===== src/rtl/fetch_unit_pkg.sv =====
// Shared types and constants for the instruction fetch slice:
// the decoder-facing packet, the NOP filler and the default reset PC.
package fetch_unit_pkg;

    typedef logic [31:0] INST;

    typedef struct packed {
        INST         inst;
        logic [31:0] PC;
        logic [31:0] NPC;
        logic        valid;
    } FETCH_PACKET;

    localparam INST         NOP_INST         = 32'h0000_0013;
    localparam logic [31:0] RESET_PC_DEFAULT = 32'h0000_0000;

    localparam FETCH_PACKET EMPTY_PACKET = '{
        inst:  NOP_INST,
        PC:    32'h0000_0000,
        NPC:   32'h0000_0000,
        valid: 1'b0
    };

    function automatic logic [31:0] word_align(input logic [31:0] addr);
        return {addr[31:2], 2'b00};
    endfunction

endpackage


===== src/rtl/fetch_unit_if.sv =====
// Instruction-memory handshake plus the decoder-facing packet/ready pair.
interface fetch_unit_if;
    import fetch_unit_pkg::*;

    logic        proc2Imem_req;
    logic [31:0] proc2Imem_addr;
    logic        Imem2proc_valid;
    logic [31:0] Imem2proc_data;
    FETCH_PACKET if_packet;
    logic        decode_ready;

    modport master (
        output proc2Imem_req, proc2Imem_addr, if_packet,
        input  Imem2proc_valid, Imem2proc_data, decode_ready
    );

    modport slave (
        input  proc2Imem_req, proc2Imem_addr, if_packet,
        output Imem2proc_valid, Imem2proc_data, decode_ready
    );

endinterface


===== src/rtl/fetch_fifo.sv =====
// Circular fetch queue; head presents a NOP bubble when empty, flush drops
// every entry by snapping the read pointer onto the write pointer.
module fetch_fifo
    import fetch_unit_pkg::*;
#(
    parameter int DEPTH = 4
) (
    input  logic                   clock,
    input  logic                   reset,
    input  logic                   enq,
    input  FETCH_PACKET            enq_data,
    input  logic                   deq,
    input  logic                   flush,
    output FETCH_PACKET            head,
    output logic [$clog2(DEPTH):0] count
);

    localparam int            PW     = $clog2(DEPTH);
    localparam int            CW     = PW + 1;
    localparam logic [CW-1:0] FULL_C = CW'(DEPTH);
    localparam logic [CW-1:0] ZERO_C = {CW{1'b0}};
    localparam logic [CW-1:0] ONE_C  = CW'(1);
    localparam logic [PW-1:0] ONE_P  = PW'(1);

    FETCH_PACKET   mem_r [DEPTH];
    logic [PW-1:0] rd_ptr_r;
    logic [PW-1:0] wr_ptr_r;
    logic [CW-1:0] count_r;
    logic          full_s;
    logic          do_enq_s;
    logic          do_deq_s;

    assign full_s   = (count_r == FULL_C);
    assign do_enq_s = enq && !flush;
    assign do_deq_s = deq && !flush && (count_r != ZERO_C);
    assign count    = count_r;

    // Pointer and occupancy bookkeeping
    always_ff @(posedge clock) begin
        if (reset) begin
            rd_ptr_r <= {PW{1'b0}};
            wr_ptr_r <= {PW{1'b0}};
            count_r  <= ZERO_C;
        end else if (flush) begin
            rd_ptr_r <= wr_ptr_r;
            count_r  <= ZERO_C;
        end else begin
            if (do_enq_s) wr_ptr_r <= wr_ptr_r + ONE_P;
            if (do_deq_s) rd_ptr_r <= rd_ptr_r + ONE_P;
            case ({do_enq_s, do_deq_s})
                2'b10:   count_r <= count_r + ONE_C;
                2'b01:   count_r <= count_r - ONE_C;
                default: count_r <= count_r;
            endcase
        end
    end

    // Entry storage
    always_ff @(posedge clock) begin
        if (do_enq_s && !reset) mem_r[wr_ptr_r] <= enq_data;
    end

    // Head presentation with bubble when empty
    always_comb begin
        head = EMPTY_PACKET;
        if (count_r != ZERO_C) head = mem_r[rd_ptr_r];
        else                   head = EMPTY_PACKET;
    end

    fetch_fifo_chk u_chk (
        .clock (clock),
        .reset (reset),
        .enq   (do_enq_s),
        .full  (full_s)
    );

endmodule


===== src/rtl/fetch_fifo_chk.sv =====
// Property checks for the fetch queue: an enqueue must never land on a full queue.
module fetch_fifo_chk (
    input logic clock,
    input logic reset,
    input logic enq,
    input logic full
);

    a_no_overflow: assert property (@(posedge clock) disable iff (reset) !(enq && full));

endmodule


===== src/rtl/fetch_unit.sv =====
// Fetch stage: PC, single-outstanding request FSM and memory handshake,
// feeding a small queue that decouples memory latency from decode.
module fetch_unit
    import fetch_unit_pkg::*;
#(
    parameter int          FQ_DEPTH = 4,
    parameter logic [31:0] RESET_PC = RESET_PC_DEFAULT
) (
    input  logic         clock,
    input  logic         reset,
    input  logic         redirect_en,
    input  logic [31:0]  redirect_pc,
    input  logic         stop_fetch,
    fetch_unit_if.master bus
);

    localparam int            CW      = $clog2(FQ_DEPTH) + 1;
    localparam logic [CW-1:0] DEPTH_C = CW'(FQ_DEPTH);

    typedef enum logic [1:0] {
        S_FETCH  = 2'd0,
        S_WAIT   = 2'd1,
        S_DRAIN  = 2'd2,
        S_HALTED = 2'd3
    } fetch_state_e;

    fetch_state_e  state_r;
    fetch_state_e  state_nxt_s;
    logic [31:0]   pc_r;
    logic [31:0]   req_pc_r;
    logic [CW-1:0] count_s;
    FETCH_PACKET   head_s;
    FETCH_PACKET   enq_pkt_s;
    logic          issue_s;
    logic          enq_s;
    logic          deq_s;

    // Redirect outranks issue, enqueue and dequeue in the same cycle.
    assign issue_s = !reset && (state_r == S_FETCH) && !stop_fetch && !redirect_en
                     && (count_s < DEPTH_C);
    assign enq_s   = !reset && (state_r == S_WAIT) && bus.Imem2proc_valid && !redirect_en;
    assign deq_s   = !reset && head_s.valid && bus.decode_ready && !redirect_en;

    assign enq_pkt_s = '{inst:  bus.Imem2proc_data,
                         PC:    req_pc_r,
                         NPC:   req_pc_r + 32'd4,
                         valid: 1'b1};

    fetch_fifo #(.DEPTH(FQ_DEPTH)) u_fifo (
        .clock    (clock),
        .reset    (reset),
        .enq      (enq_s),
        .enq_data (enq_pkt_s),
        .deq      (deq_s),
        .flush    (redirect_en),
        .head     (head_s),
        .count    (count_s)
    );

    // Memory request strobe/address and decoder packet
    always_comb begin
        bus.proc2Imem_req  = 1'b0;
        bus.proc2Imem_addr = 32'h0000_0000;
        bus.if_packet      = EMPTY_PACKET;
        if (issue_s) begin
            bus.proc2Imem_req  = 1'b1;
            bus.proc2Imem_addr = pc_r;
        end else begin
            bus.proc2Imem_req  = 1'b0;
            bus.proc2Imem_addr = 32'h0000_0000;
        end
        if (reset) bus.if_packet = EMPTY_PACKET;
        else       bus.if_packet = head_s;
    end

    // Fetch FSM next-state
    always_comb begin
        state_nxt_s = state_r;
        case (state_r)
            S_FETCH: begin
                if (stop_fetch)   state_nxt_s = S_HALTED;
                else if (issue_s) state_nxt_s = S_WAIT;
                else              state_nxt_s = S_FETCH;
            end
            S_WAIT: begin
                // A response coinciding with a redirect closes the request; nothing left to drain.
                if (bus.Imem2proc_valid) state_nxt_s = stop_fetch ? S_HALTED : S_FETCH;
                else if (redirect_en)    state_nxt_s = S_DRAIN;
                else                     state_nxt_s = S_WAIT;
            end
            S_DRAIN: begin
                if (bus.Imem2proc_valid) state_nxt_s = stop_fetch ? S_HALTED : S_FETCH;
                else                     state_nxt_s = S_DRAIN;
            end
            S_HALTED: state_nxt_s = S_HALTED;
            default:  state_nxt_s = S_FETCH;
        endcase
    end

    // State, PC and in-flight request address registers
    always_ff @(posedge clock) begin
        if (reset) begin
            state_r  <= S_FETCH;
            pc_r     <= RESET_PC;
            req_pc_r <= 32'h0000_0000;
        end else begin
            state_r <= state_nxt_s;
            if (redirect_en) pc_r <= word_align(redirect_pc);
            else if (enq_s)  pc_r <= req_pc_r + 32'd4;
            else             pc_r <= pc_r;
            if (issue_s) req_pc_r <= pc_r;
            else         req_pc_r <= req_pc_r;
        end
    end

endmodule


===== src/flat_wrapper.sv =====
// flat-port wrapper written by rule: the top's interface ports become plain ports
module fetch_unit_flat import fetch_unit_pkg::*;
#(
    parameter int          FQ_DEPTH = 4,
    parameter logic [31:0] RESET_PC = RESET_PC_DEFAULT
)
  (clock, reset, redirect_en, redirect_pc, stop_fetch, bus_proc2Imem_req, bus_proc2Imem_addr, bus_if_packet, bus_Imem2proc_valid, bus_Imem2proc_data, bus_decode_ready);
  fetch_unit_if bus_i ();
  input  logic clock;
  input  logic reset;
  input  logic redirect_en;
  input  logic [31:0] redirect_pc;
  input  logic stop_fetch;
  output wire logic [$bits(bus_i.proc2Imem_req)-1:0] bus_proc2Imem_req;
  output wire logic [$bits(bus_i.proc2Imem_addr)-1:0] bus_proc2Imem_addr;
  output wire logic [$bits(bus_i.if_packet)-1:0] bus_if_packet;
  input wire logic [$bits(bus_i.Imem2proc_valid)-1:0] bus_Imem2proc_valid;
  input wire logic [$bits(bus_i.Imem2proc_data)-1:0] bus_Imem2proc_data;
  input wire logic [$bits(bus_i.decode_ready)-1:0] bus_decode_ready;
  assign bus_proc2Imem_req = bus_i.proc2Imem_req;
  assign bus_proc2Imem_addr = bus_i.proc2Imem_addr;
  assign bus_if_packet = bus_i.if_packet;
  assign bus_i.Imem2proc_valid = bus_Imem2proc_valid;
  assign bus_i.Imem2proc_data = bus_Imem2proc_data;
  assign bus_i.decode_ready = bus_decode_ready;
  fetch_unit #(.FQ_DEPTH(FQ_DEPTH), .RESET_PC(RESET_PC)) u_core (.clock(clock), .reset(reset), .redirect_en(redirect_en), .redirect_pc(redirect_pc), .stop_fetch(stop_fetch), .bus(bus_i));
endmodule

===== config.mk =====
export PLATFORM = sky130hd
export DESIGN_NAME = fetch_unit_flat
export DESIGN_NICKNAME = d
export VERILOG_FILES = /design/src/rtl/fetch_unit_pkg.sv /design/src/rtl/fetch_unit_if.sv /design/src/rtl/fetch_fifo.sv /design/src/rtl/fetch_fifo_chk.sv /design/src/rtl/fetch_unit.sv /design/src/flat_wrapper.sv
export SDC_FILE = /design/constraint.sdc
export NUM_CORES = 1
export LEC_CHECK = 0
export BUFFER_PORTS_ARGS = -buffer_cell sky130_fd_sc_hd__buf_2
export CORE_MARGIN = 1.5
export CORE_UTILIZATION = 41
export CTS_BUF_LIST = sky130_fd_sc_hd__clkbuf_8
export DETAILED_ROUTE_END_ITERATION = 10
export SLEW_MARGIN = 10
export SYNTH_ARGS = -nofsm -noshare
export SYNTH_HDL_FRONTEND = slang
export SYNTH_SLANG_ARGS = --single-unit

===== constraint.sdc =====
create_clock -name clock -period 4.4 [get_ports clock]
set_input_delay 0.44 -clock clock [delete_from_list [all_inputs] [get_ports clock]]
set_output_delay 0.44 -clock clock [all_outputs]
set_load 0.05 [all_outputs]

==> flow_metrics.py <==
metrics = {
    "critical_path": {
        "timing.rr.start": "u_core.req_pc_r[4]",
        "max_stage_delay_ns": 0.75,
        "crit_chain": "buf_4 -> mux4_2 -> or3_1 -> buf_2",
        "required_ns": 3.96,
        "critPathMaxFanout": 28,
        "ff2ff_setup_slack_ns": 1.53,
        "slowest_stage": "dfxtp_4",
        "cp-start-kind": "flop",
        "cp-end-kind": "primary output",
        "crit_type": "flop to primary output",
        "arrival_ns": 2.87,
    },
    "worst_hold_path": {
        "hp-class": "input pin to flop",
        "hp-start": "redirect_pc[10]",
    },
    "place": {
        "numPortBuffers": 197,
        "place_congestion": 0.754,
        "dp.cells": 1835,
        "dp_hpwl_mm": 26.3,
        "place_area_um2": 19800,
    },
    "synthesis": {
        "synth-async-reset-ratio_pct": 0,
        "ys_seq_area_share_pct": 71.5,
        "synth_ff_type": "edfxtp_1",
        "synth_cell_types": 47,
        "yosysMostFrequentCell": "edfxtp_1",
        "yosys_register_bits": 451,
        "synth-edff-count": 376,
        "synthTopCellsByCount": "376 x edfxtp_1, 102 x nand2_1, 94 x mux4_2",
        "yosysTopAreaCell": "edfxtp_1",
        "synth_area_leaders": "edfxtp_1 63%, mux4_2 12%, dfxtp_1 8.4%, and2_1 3.2%, nand2_1 2.1%",
        "syn_area_um2": 17900,
        "synth_cells": 1087,
        "syn_area_per_cell_um2": 16.5,
        "synth_top_area_share_pct": 63.1,
        "syn-num-nets": 1164,
        "yosysWarnings": 0,
    },
    "pwr": {
        "p_int_uw": 6590,
        "combPwrFrac_pct": 3.3,
        "vdd_ir_drop_max_v": 0.000244,
        "p_sw_uw": 1810,
        "p_leak_uw": 0.00773,
        "pwr-share-seq_pct": 55.4,
        "power.density_nw_per_um2": 396,
        "clockPowerShare_pct": 41.3,
        "swShare_pct": 21.6,
    },
    "floorplanning": {
        "die_h_um": 212,
        "die_area_um2": 44900,
        "die_x_um": 212,
        "initial_core_util_pct": 41.5,
        "fp-row-count": 76,
        "io_pins": 200,
        "coreArea_um2": 43100,
    },
    "final_layout": {
        "antenna_cells": 0,
        "final_util_pct": 49.3,
        "final_cells": 1977,
        "final_layout_size_suffix_gt1_share_pct": 31.0,
        "final_nets": 1410,
        "fin_area_um2": 21200,
        "fill_cells": 3704,
        "syn_to_final_growth_pct": 18.7,
    },
    "sta": {
        "fin_crit_sh_pct": 75.2,
        "period_needed_ns": 3.31,
        "max_freq_mhz": 302,
        "maxSlewViolCount": 0,
        "finClkSkew_ns": 0.0237,
        "setup_viol": 0,
        "hold_viol": 0,
        "final.setup.tns_ns": 0,
        "worst_pin_slew_ns": 1.13,
        "rsz0062_at_grt": "false",
        "slew_headroom_pct": 23.9,
    },
    "cts": {
        "clk_path_buf_depth": 3,
        "cts_tree": "built",
        "clkSlewWorstSetupHoldPaths_ns": 0.06,
        "clock-sinks": 451,
        "cts_inserted_buffers": 75,
        "cts-root-buf": "clkbuf_8",
        "htreeDepth": 3,
        "clk_latency_ns": 0.60,
    },
    "global_routing": {
        "globalRouteTotalUtil_pct": 19.2,
        "antenna_found_initial": 3,
        "grt_pass1_vias": 10500,
        "overflow": 0,
        "grt_pass1_wl_mm": 63.5,
        "grt_start_max_net_pins": 60,
    },
    "drt": {
        "drc": 0,
        "dr.first_iter.drc_count": 677,
        "antenna_left": 0,
        "drt_pass1_iterations": 5,
        "via_count": 10300,
        "vias_per_cell": 5.21,
        "wl_mm": 42.4,
        "wire_per_inst_um": 21.5,
    },
    "run": {
        "drv_cap": 0,
    },
    "run_status": {
        "status": "complete, no violations",
    },
}
## state kept, by name, indices dropped and copies added (netlist names), named ones only
register / flops
u_core.req_pc_r: 32
u_core.u_fifo.mem_r: 376
u_core.u_fifo.wr_ptr_r: 2
u_core.state_r: 2
u_core.u_fifo.count: 3
u_core.pc_r: 32
u_core.u_fifo.rd_ptr_r: 2
## timing repair
| item | CTS | global route |
|---|---|---|
| setup buffers | 0 | 0 |
| setup endpoints to repair | 0 | 0 |
| hold buffers | 6 | 0 |
| gates resized for setup | 0 | 0 |
| hold endpoints to repair | 24 | 0 |
## power groups by stage
stage          clock [µW]  sequential [µW]  combinational, µW
3_3_place_gp            0             4740                269
5_1_grt              3750             4660                298
3_5_place_dp            0             4740                274
6_report             3470             4660                276
4_1_cts              3580             4660                280
2_1_floorplan           0             4730                171
## layer usage
layer | wire, µm | part of all wire, % | up-vias | GRT usage, %
li1 | - | - | 4636 | -
met1 | 18700 | 44 | 5249 | 26.0
met2 | 20100 | 47 | 348 | 30.4
met3 | 2620 | 6.2 | 69 | 4.41
met4 | 1000 | 2.4 | 4 | 6.67
met5 | 27 | 0.064 | - | 0
## final timing paths
| kind | to | cells after the start |
|---|---|---|
| worst max-delay path | bus_if_packet[65] | 4 |
| worst min register to register | u_core.pc_r[1] | 2 |
| worst max register to register | u_core.pc_r[25] | 5 |
| worst min-delay path | u_core.pc_r[10] | 3 |
## cells by family after synthesis
kind of cell,count (synthesis),share of synthesized area (%)
flops,451,71.5
buf+inv,106,2.31
compound gates,90,3.08
mux,98,12.1
fa+ha+maj,7,0.531
xor+xnor,30,1.55
simple gates,305,8.98
## area by class of cell
cell class              instances  area [µm²]  share of cell area (%)
multi-input cells             530        4720                    22.2
clock inverters                53         282                    1.33
clock buffers                  83        1140                    5.38
inverters                      45         169                   0.795
flip-flops and latches        451       12800                    60.3
repair buffers                230        1400                    6.59
well taps                     585         732                    3.45
## cells in the final DEF (no fill, tap or decap), types with 8 or more instances in the layout
master / Yosys / layout
buf_12: 0 / 11
a21oi_1: 53 / 53
nor2_1: 37 / 36
nand2_1: 102 / 102
dfxtp_1: 75 / 73
nor4_1: 9 / 9
and2_1: 91 / 91
clkbuf_8: 0 / 83
or3_1: 8 / 8
clkinv_1: 0 / 9
edfxtp_1: 376 / 376
buf_4: 2 / 21
nand3_1: 14 / 14
o21ai_0: 12 / 12
xnor2_1: 13 / 13
inv_1: 45 / 76
mux4_2: 94 / 94
buf_2: 6 / 192
xor2_1: 15 / 15
## stage by stage
step           setup WS [ns]  power [µW]  hold WS [ns]
6_report                1.09        8400        0.0568
5_1_grt                0.870        8710        0.0140
4_1_cts                0.948        8520      0.000122
3_5_place_dp            1.35        5020         0.457
3_3_place_gp            1.40        5010         0.447
2_1_floorplan          0.436        4900         0.437
## critical path: cells and delay by family, from the launching register on
kind | cells | cell delay (ns)
buffers and inverters | 2 | 0.65
flip-flops | 1 | 0.75
AND/OR/NAND/NOR | 1 | 0.31
multiplexers | 1 | 0.54
No activity file was read; power rests on OpenSTA's default activity.
